==> config.mk <==
export PLATFORM = sky130hd
export DESIGN_NAME = watch_mode_ctrl
export DESIGN_NICKNAME = d
export VERILOG_FILES = /design/src/rtl/watch_pkg.sv /design/src/rtl/key_conditioner.sv /design/src/rtl/watch_mode_ctrl.sv
export SDC_FILE = /design/constraint.sdc
export NUM_CORES = 1
export LEC_CHECK = 0
export ABC_AREA = 1
export BUFFER_PORTS_ARGS = -buffer_cell sky130_fd_sc_hd__buf_2
export CAP_MARGIN = 10
export CORE_MARGIN = 2
export CORE_UTILIZATION = 56
export DETAILED_ROUTE_END_ITERATION = 10
export GPL_ROUTABILITY_DRIVEN = 0
export PLACE_DENSITY_LB_ADDON = 0.1
export REMOVE_ABC_BUFFERS = 1
export SLEW_MARGIN = 15
export SYNTH_ARGS = -nofsm -noshare
export SYNTH_HDL_FRONTEND = slang
export SYNTH_SLANG_ARGS = --single-unit
==> constraint.sdc <==
create_clock -name clk -period 9.1 [get_ports clk]
set_input_delay 0.91 -clock clk [delete_from_list [all_inputs] [get_ports clk]]
set_output_delay 0.91 -clock clk [all_outputs]
set_load 0.05 [all_outputs]
==> src/rtl/watch_pkg.sv <==
// Shared types for the watch display front-end controller.
package watch_pkg;

  typedef enum logic [1:0] {
    MODE_WATCH   = 2'd0,
    MODE_SETTING = 2'd1,
    MODE_TIMER   = 2'd2
  } mode_t;

  typedef struct packed {
    logic short_p;
    logic long_p;
  } key_evt_t;

endpackage

==> src/rtl/key_conditioner.sv <==
// One push key: inversion, 2-FF synchroniser, debounce filter and saturating hold counter.
module key_conditioner #(
  parameter int unsigned DEBOUNCE_CYC = 1_000_000,
  parameter int unsigned LONG_CYC     = 200_000_000
) (
  input  logic clk,
  input  logic rst,
  input  logic key_n,
  output logic pressed,
  output logic hold_long,
  output logic release_edge
);

  localparam int unsigned DbW   = (DEBOUNCE_CYC > 1) ? $clog2(DEBOUNCE_CYC) : 1;
  localparam int unsigned HoldW = $clog2(LONG_CYC + 1);

  logic             sync_meta_q, sync_q;
  logic             deb_q, deb_d, deb_prev_q;
  logic [DbW-1:0]   db_cnt_q, db_cnt_d;
  logic [HoldW-1:0] hold_q, hold_d;

  always_ff @(posedge clk or posedge rst) begin
    if (rst) begin
      sync_meta_q <= 1'b0;
      sync_q      <= 1'b0;
      deb_q       <= 1'b0;
      deb_prev_q  <= 1'b0;
      db_cnt_q    <= '0;
      hold_q      <= '0;
    end else begin
      sync_meta_q <= ~key_n;
      sync_q      <= sync_meta_q;
      deb_q       <= deb_d;
      deb_prev_q  <= deb_q;
      db_cnt_q    <= db_cnt_d;
      hold_q      <= hold_d;
    end
  end

  // Counter only runs while the synchronised level disagrees with the debounced one,
  // so any bounce back to the old level restarts the qualification window.
  always_comb begin
    deb_d    = deb_q;
    db_cnt_d = '0;
    if (sync_q != deb_q) begin
      if (db_cnt_q == DbW'(DEBOUNCE_CYC - 1)) begin
        deb_d = sync_q;
      end else begin
        db_cnt_d = db_cnt_q + DbW'(1);
      end
    end
  end

  always_comb begin
    hold_d = '0;
    if (deb_q) begin
      hold_d = (hold_q == HoldW'(LONG_CYC)) ? hold_q : hold_q + HoldW'(1);
    end
  end

  // hold_q is still valid on the release-edge cycle; it clears one cycle later.
  assign pressed      = deb_q;
  assign hold_long    = (hold_q == HoldW'(LONG_CYC));
  assign release_edge = deb_prev_q & ~deb_q;

endmodule

==> src/rtl/watch_mode_ctrl.sv <==
// Watch front end: classifies key gestures and runs the WATCH/SETTING/TIMER mode machine.
module watch_mode_ctrl
  import watch_pkg::*;
#(
  parameter int unsigned DEBOUNCE_CYC = 1_000_000,
  parameter int unsigned LONG_CYC     = 200_000_000,
  parameter int unsigned NUM_DIGITS   = 4,
  localparam int unsigned SelW        = (NUM_DIGITS > 1) ? $clog2(NUM_DIGITS) : 1
) (
  input  logic            clk,
  input  logic            rst,
  input  logic            key_one_n,
  input  logic            key_two_n,
  output mode_t           mode,
  output logic [SelW-1:0] digit_sel,
  output logic            inc_digit,
  output logic            show_seconds,
  output logic            timer_run_toggle,
  output logic            timer_clear
);

  logic     p1, p2, hl1, hl2, rel1, rel2;
  logic     hl1_q, hl2_q, taint_q, taint_d, taint, chord;
  key_evt_t evt1, evt2;

  mode_t            mode_q, mode_d;
  logic [SelW-1:0]  sel_q, sel_d;
  logic             show_q, show_d;
  logic             inc_q, inc_d, tog_q, tog_d, clr_q, clr_d;

  key_conditioner #(.DEBOUNCE_CYC(DEBOUNCE_CYC), .LONG_CYC(LONG_CYC)) u_key_one (
    .clk(clk), .rst(rst), .key_n(key_one_n),
    .pressed(p1), .hold_long(hl1), .release_edge(rel1)
  );

  key_conditioner #(.DEBOUNCE_CYC(DEBOUNCE_CYC), .LONG_CYC(LONG_CYC)) u_key_two (
    .clk(clk), .rst(rst), .key_n(key_two_n),
    .pressed(p2), .hold_long(hl2), .release_edge(rel2)
  );

  always_ff @(posedge clk or posedge rst) begin
    if (rst) begin
      hl1_q   <= 1'b0;
      hl2_q   <= 1'b0;
      taint_q <= 1'b0;
    end else begin
      hl1_q   <= hl1;
      hl2_q   <= hl2;
      taint_q <= taint_d;
    end
  end

  // Any overlap of the two keys taints both presses until both are released.
  always_comb begin
    taint        = taint_q | (p1 & p2);
    taint_d      = taint & (p1 | p2);
    chord        = hl1 & hl2 & ~(hl1_q & hl2_q);
    evt1.long_p  = hl1 & ~hl1_q & ~p2 & ~taint;
    evt2.long_p  = hl2 & ~hl2_q & ~p1 & ~taint;
    evt1.short_p = rel1 & ~hl1 & ~taint;
    evt2.short_p = rel2 & ~hl2 & ~taint;
  end

  always_ff @(posedge clk or posedge rst) begin
    if (rst) begin
      mode_q <= MODE_WATCH;
      sel_q  <= '0;
      show_q <= 1'b0;
      inc_q  <= 1'b0;
      tog_q  <= 1'b0;
      clr_q  <= 1'b0;
    end else begin
      mode_q <= mode_d;
      sel_q  <= sel_d;
      show_q <= show_d;
      inc_q  <= inc_d;
      tog_q  <= tog_d;
      clr_q  <= clr_d;
    end
  end

  always_comb begin
    mode_d = mode_q;
    case (mode_q)
      MODE_WATCH: begin
        if (evt1.short_p)  mode_d = MODE_SETTING;
        else if (chord)    mode_d = MODE_TIMER;
      end
      MODE_SETTING: begin
        if (evt1.long_p || chord) mode_d = MODE_WATCH;
      end
      MODE_TIMER: begin
        if (chord) mode_d = MODE_WATCH;
      end
      default: mode_d = MODE_WATCH;
    endcase
  end

  always_comb begin
    sel_d  = sel_q;
    show_d = show_q;
    inc_d  = 1'b0;
    tog_d  = 1'b0;
    clr_d  = 1'b0;
    case (mode_q)
      MODE_WATCH: begin
        if (evt1.short_p)     sel_d  = '0;
        else if (evt2.long_p) show_d = ~show_q;
      end
      MODE_SETTING: begin
        if (evt1.short_p) begin
          sel_d = (sel_q == SelW'(NUM_DIGITS - 1)) ? '0 : sel_q + SelW'(1);
        end else if (evt2.short_p) begin
          inc_d = 1'b1;
        end else if (evt1.long_p) begin
          show_d = 1'b0;
        end
      end
      MODE_TIMER: begin
        if (evt1.short_p)      tog_d = 1'b1;
        else if (evt2.short_p) clr_d = 1'b1;
      end
      default: begin
        sel_d  = '0;
        show_d = 1'b0;
      end
    endcase
  end

  assign mode             = mode_q;
  assign digit_sel        = sel_q;
  assign show_seconds     = show_q;
  assign inc_digit        = inc_q;
  assign timer_run_toggle = tog_q;
  assign timer_clear      = clr_q;

endmodule

==> impl_metrics.csv <==
group,metric,value,unit
global_route,grt_use_met2,40.6,%
worst_setup_path,max_stage_delay,0.46,ns
timing,fin_crit_sh,23.0,%
clocking,post_cts_buffers,0,
clocking,cts-root-buf,"clkbuf_16",
timing,clock_skew,0.00577,ns
die,io_pins,12,
drt,drt_wl_total,14300,um
drt,via_count,5520,
final_layout,nets,863,
drt,wl_per_cell,14.2,um
yosys,synth_simple_gate_area_share,35.4,%
yosys,synth-seq-area-share,44.7,%
die,die_height,111,um
clocking,cts_tree,"built",
timing,tightest_slew,0.846,ns
yosys,synth_seq_cells,115,
clocking,clockBufferDepth,2,
worst_setup_path,reg2reg_depth,3,
die,row_count,39,
global_route,use_met1,32.6,%
worst_setup_path,crit_slowest_cell,"dfrtp_1",
clocking,h-tree-depth,4,
timing,setup_viol,0,
final_layout,antenna_cells,0,
yosys,synthAdderAreaFrac,1.36,%
worst_setup_path,worstReg2RegEnd,"u_key_one.db_cnt_q[8]",
yosys,syn-cell-area,0.00644,mm^2
yosys,synth-xor-area-share,2.99,%
clocking,cts.sink_count,115,
pwr,leakage,2.99,nW
final_layout,drive_above_1_share,13.1,%
hold_path,worstHoldStart,"u_key_two.sync_meta_q",
worst_setup_path,cp_data_required_time,8.19,ns
worst_setup_path,regToRegSetupSlack,7.18,ns
hold_path,whs_path_depth,0,
drt,ant_nets,0,
clocking,clkLatencyLatePin,0.42,ns
hold_path,hp-class,"reg2reg",
yosys,synth_async_sr_flop_share,100,%
yosys,synth_cell_types,44,
place,dp_hpwl,10200,um
global_route,grt_usage,24.8,%
global_route,gr-total-overflow,0,
drt,drtPass1Iterations,5,
hold_path,whs_endpoint,"u_key_two.sync_q",
worst_setup_path,path_cells,"buf_2",
yosys,synth_area_per_cell,7.75,um^2
timing,grt_setup_unrepaired,"no",
global_route,grt.busiest_layer,"met2",
global_route,antenna_found_initial,0,
yosys,synthMuxAreaShare,0,%
yosys,synth_ff_type,"dfrtp_1",
pwr,p_per_area,161,mW/mm^2
die,initial_core_util,56.9,%
yosys,yosys_warnings,0,
place,placed_cells,976,
worst_setup_path,critPathKind,"reg2out",
clocking,cts_resized,0,
timing,fin_crit,2.10,ns
timing,fin_tns_setup,0,ns
outcome,status,"finished clean",
final_layout,synthToLayoutAreaGrowth,11.4,%
yosys,synthCells,831,
worst_setup_path,end_kind,"primary output",
clocking,path_clk_slew,0.05,ns
drt,drc_errors,0,
final_layout,final_util,63.3,%
yosys,synth_top_family_by_area,"simple AND/OR/NAND/NOR gates",
worst_setup_path,worst_ep_arrival_time,1.19,ns
yosys,synth_compound_area_share,7.80,%
global_route,grt_pass1_vias,5522,
final_layout,layout.cells.non_filler,1005,
global_route,grt_pass1_wl,25200,um
global_route,use_met3,6.67,%
drt,vias_per_cell,5.49,
worst_setup_path,worstPathMaxFanout,6,
global_route,grt_max_degree,69,
drt,dr.first_iter.drc_count,432,
timing,fmax,0.477,GHz
die,dieWidth,111,um
pwr,vdd_drop_max,0.151,mV
timing,slew_violations,0,
worst_setup_path,path_buf_inv,1,
run,maxCapViolCount,0,
timing,relSlewSlack,43.6,%
place,io_buffers,11,
die,coreArea,0.0113,mm^2
yosys,synth_edf_count,0,
clocking,cts_hold_buf,0,
clocking,numCtsBuffers,17,
worst_setup_path,startpoint_type,"flop",
worst_setup_path,timing.rr.start,"u_key_one.pressed",
worst_setup_path,crit_family,"flip-flops",
die,dieArea,0.0124,mm^2
timing,hold_viol_final,0,
worst max-delay path by stage:
stage | startpoint | endpoint | slack (ns) | cells past startpoint
2_1_floorplan | rst | digit_sel[0] | 5.15 | 1
3_3_place_gp | rst | u_key_one.hold_q[15] | 6.75 | 3
3_5_place_dp | rst | u_key_one.hold_q[13] | 6.71 | 3
4_1_cts | mode[0] | mode[0] | 6.99 | 1
5_1_grt | mode[0] | mode[0] | 6.95 | 1
6_report | mode[0] | mode[0] | 7.00 | 1
layout by cell type, fill, tap and decap left out, types with 3 or more instances in the layout:
cell type  netlist  final
clkinv_2         0      5
nor3_2           9      9
nand3_1         54     54
o21ai_0         30     30
nor2_2          13     13
ha_1             7      7
nor2_4           8      8
clkinv_1         3      3
nand2_1        148    148
nor4_2           3      3
nor4_1          15     15
xor2_1          17     17
nand3_2          7      7
xnor2_1          5      5
clkbuf_16        0     17
o21ai_1          5      5
a31oi_1          5      5
clkbuf_1         4      4
buf_2            4     11
nand4_1         23     23
inv_2           16     16
nor2_1         118    118
nand2_2         11     11
a21oi_1         48     48
inv_1           99     98
dfrtp_1        115    115
nor3_1          43     43
power breakdown:
part / leakage [nW] / internal, mW / total [mW] / switching, mW
sequential: 1.59 / 0.515 / 0.518 / 0.00278
clock: 0.269 / 0.401 / 0.618 / 0.217
combinational: 1.13 / 0.00385 / 0.0199 / 0.0160
total: 2.99 / 0.920 / 1.16 / 0.235
Yosys cell counts (2+ instances only):
library cell	instances	area share, %
a21oi_1	48	3.7
a31oi_1	5	0.49
buf_2	4	0.31
clkbuf_1	4	0.23
clkinv_1	3	0.17
dfrtp_1	115	45
ha_1	7	1.4
inv_1	99	5.8
inv_2	16	0.93
nand2_1	148	8.6
nand2_2	11	1.1
nand3_1	54	4.2
nand3_2	7	1.1
nand4_1	23	2.2
nor2_1	118	6.9
nor2_2	13	1.3
nor2_4	8	1.4
nor3_1	43	3.3
nor3_2	9	1.4
nor3b_1	2	0.23
nor4_1	15	1.5
nor4_2	3	0.58
o21a_1	2	0.23
o21ai_0	30	2.3
o21ai_1	5	0.39
xnor2_1	5	0.68
xor2_1	17	2.3
final cells by class:
| cell class | count | area (um^2) |
|---|---|---|
| clock buffers | 22 | 454 |
| multi-input cells | 587 | 3060 |
| flip-flops and latches | 115 | 2880 |
| fillers | 1002 | 4150 |
| inverters | 118 | 445 |
| clock inverters | 7 | 85.1 |
| well taps | 143 | 179 |
| repair buffers | 13 | 70.1 |
state kept, by name (all words and copies together) (netlist names), 2 cells and up:
| register | flops |
|---|---|
| u_key_two.hold_q | 28 |
| u_key_one.hold_q | 28 |
| mode | 2 |
| u_key_two.db_cnt_q | 20 |
| u_key_one.db_cnt_q | 20 |
| digit_sel | 2 |
metal layers:
metal / routed length (um) / vias to the layer above
li1: - / 2765
met1: 6400 / 2582
met2: 6890 / 153
met3: 807 / 20
met4: 172 / 0
met5: 0 / -
metrics by stage:
stage                     total power [mW]  worst slack (ns)  hold slack, ns  cell area (um^2)
after floorplan                      0.541              5.15           0.331              6380
after global placement               0.546              6.75           0.335              6630
after detailed placement             0.547              6.71           0.340              6630
after CTS                             1.17              6.99           0.351              7170
after global routing                  1.20              6.95           0.362              7170
final                                 1.16              7.00           0.351              7170
logic make-up after synthesis:
group	after synthesis
AOI/OAI and AO/OA	95
xor gates and xnor gates	22
adders and majority gates	7
buffers and inverters	129
DFF	115
and+or+nand+nor	463
No activity file was read; power rests on OpenSTA's default activity.
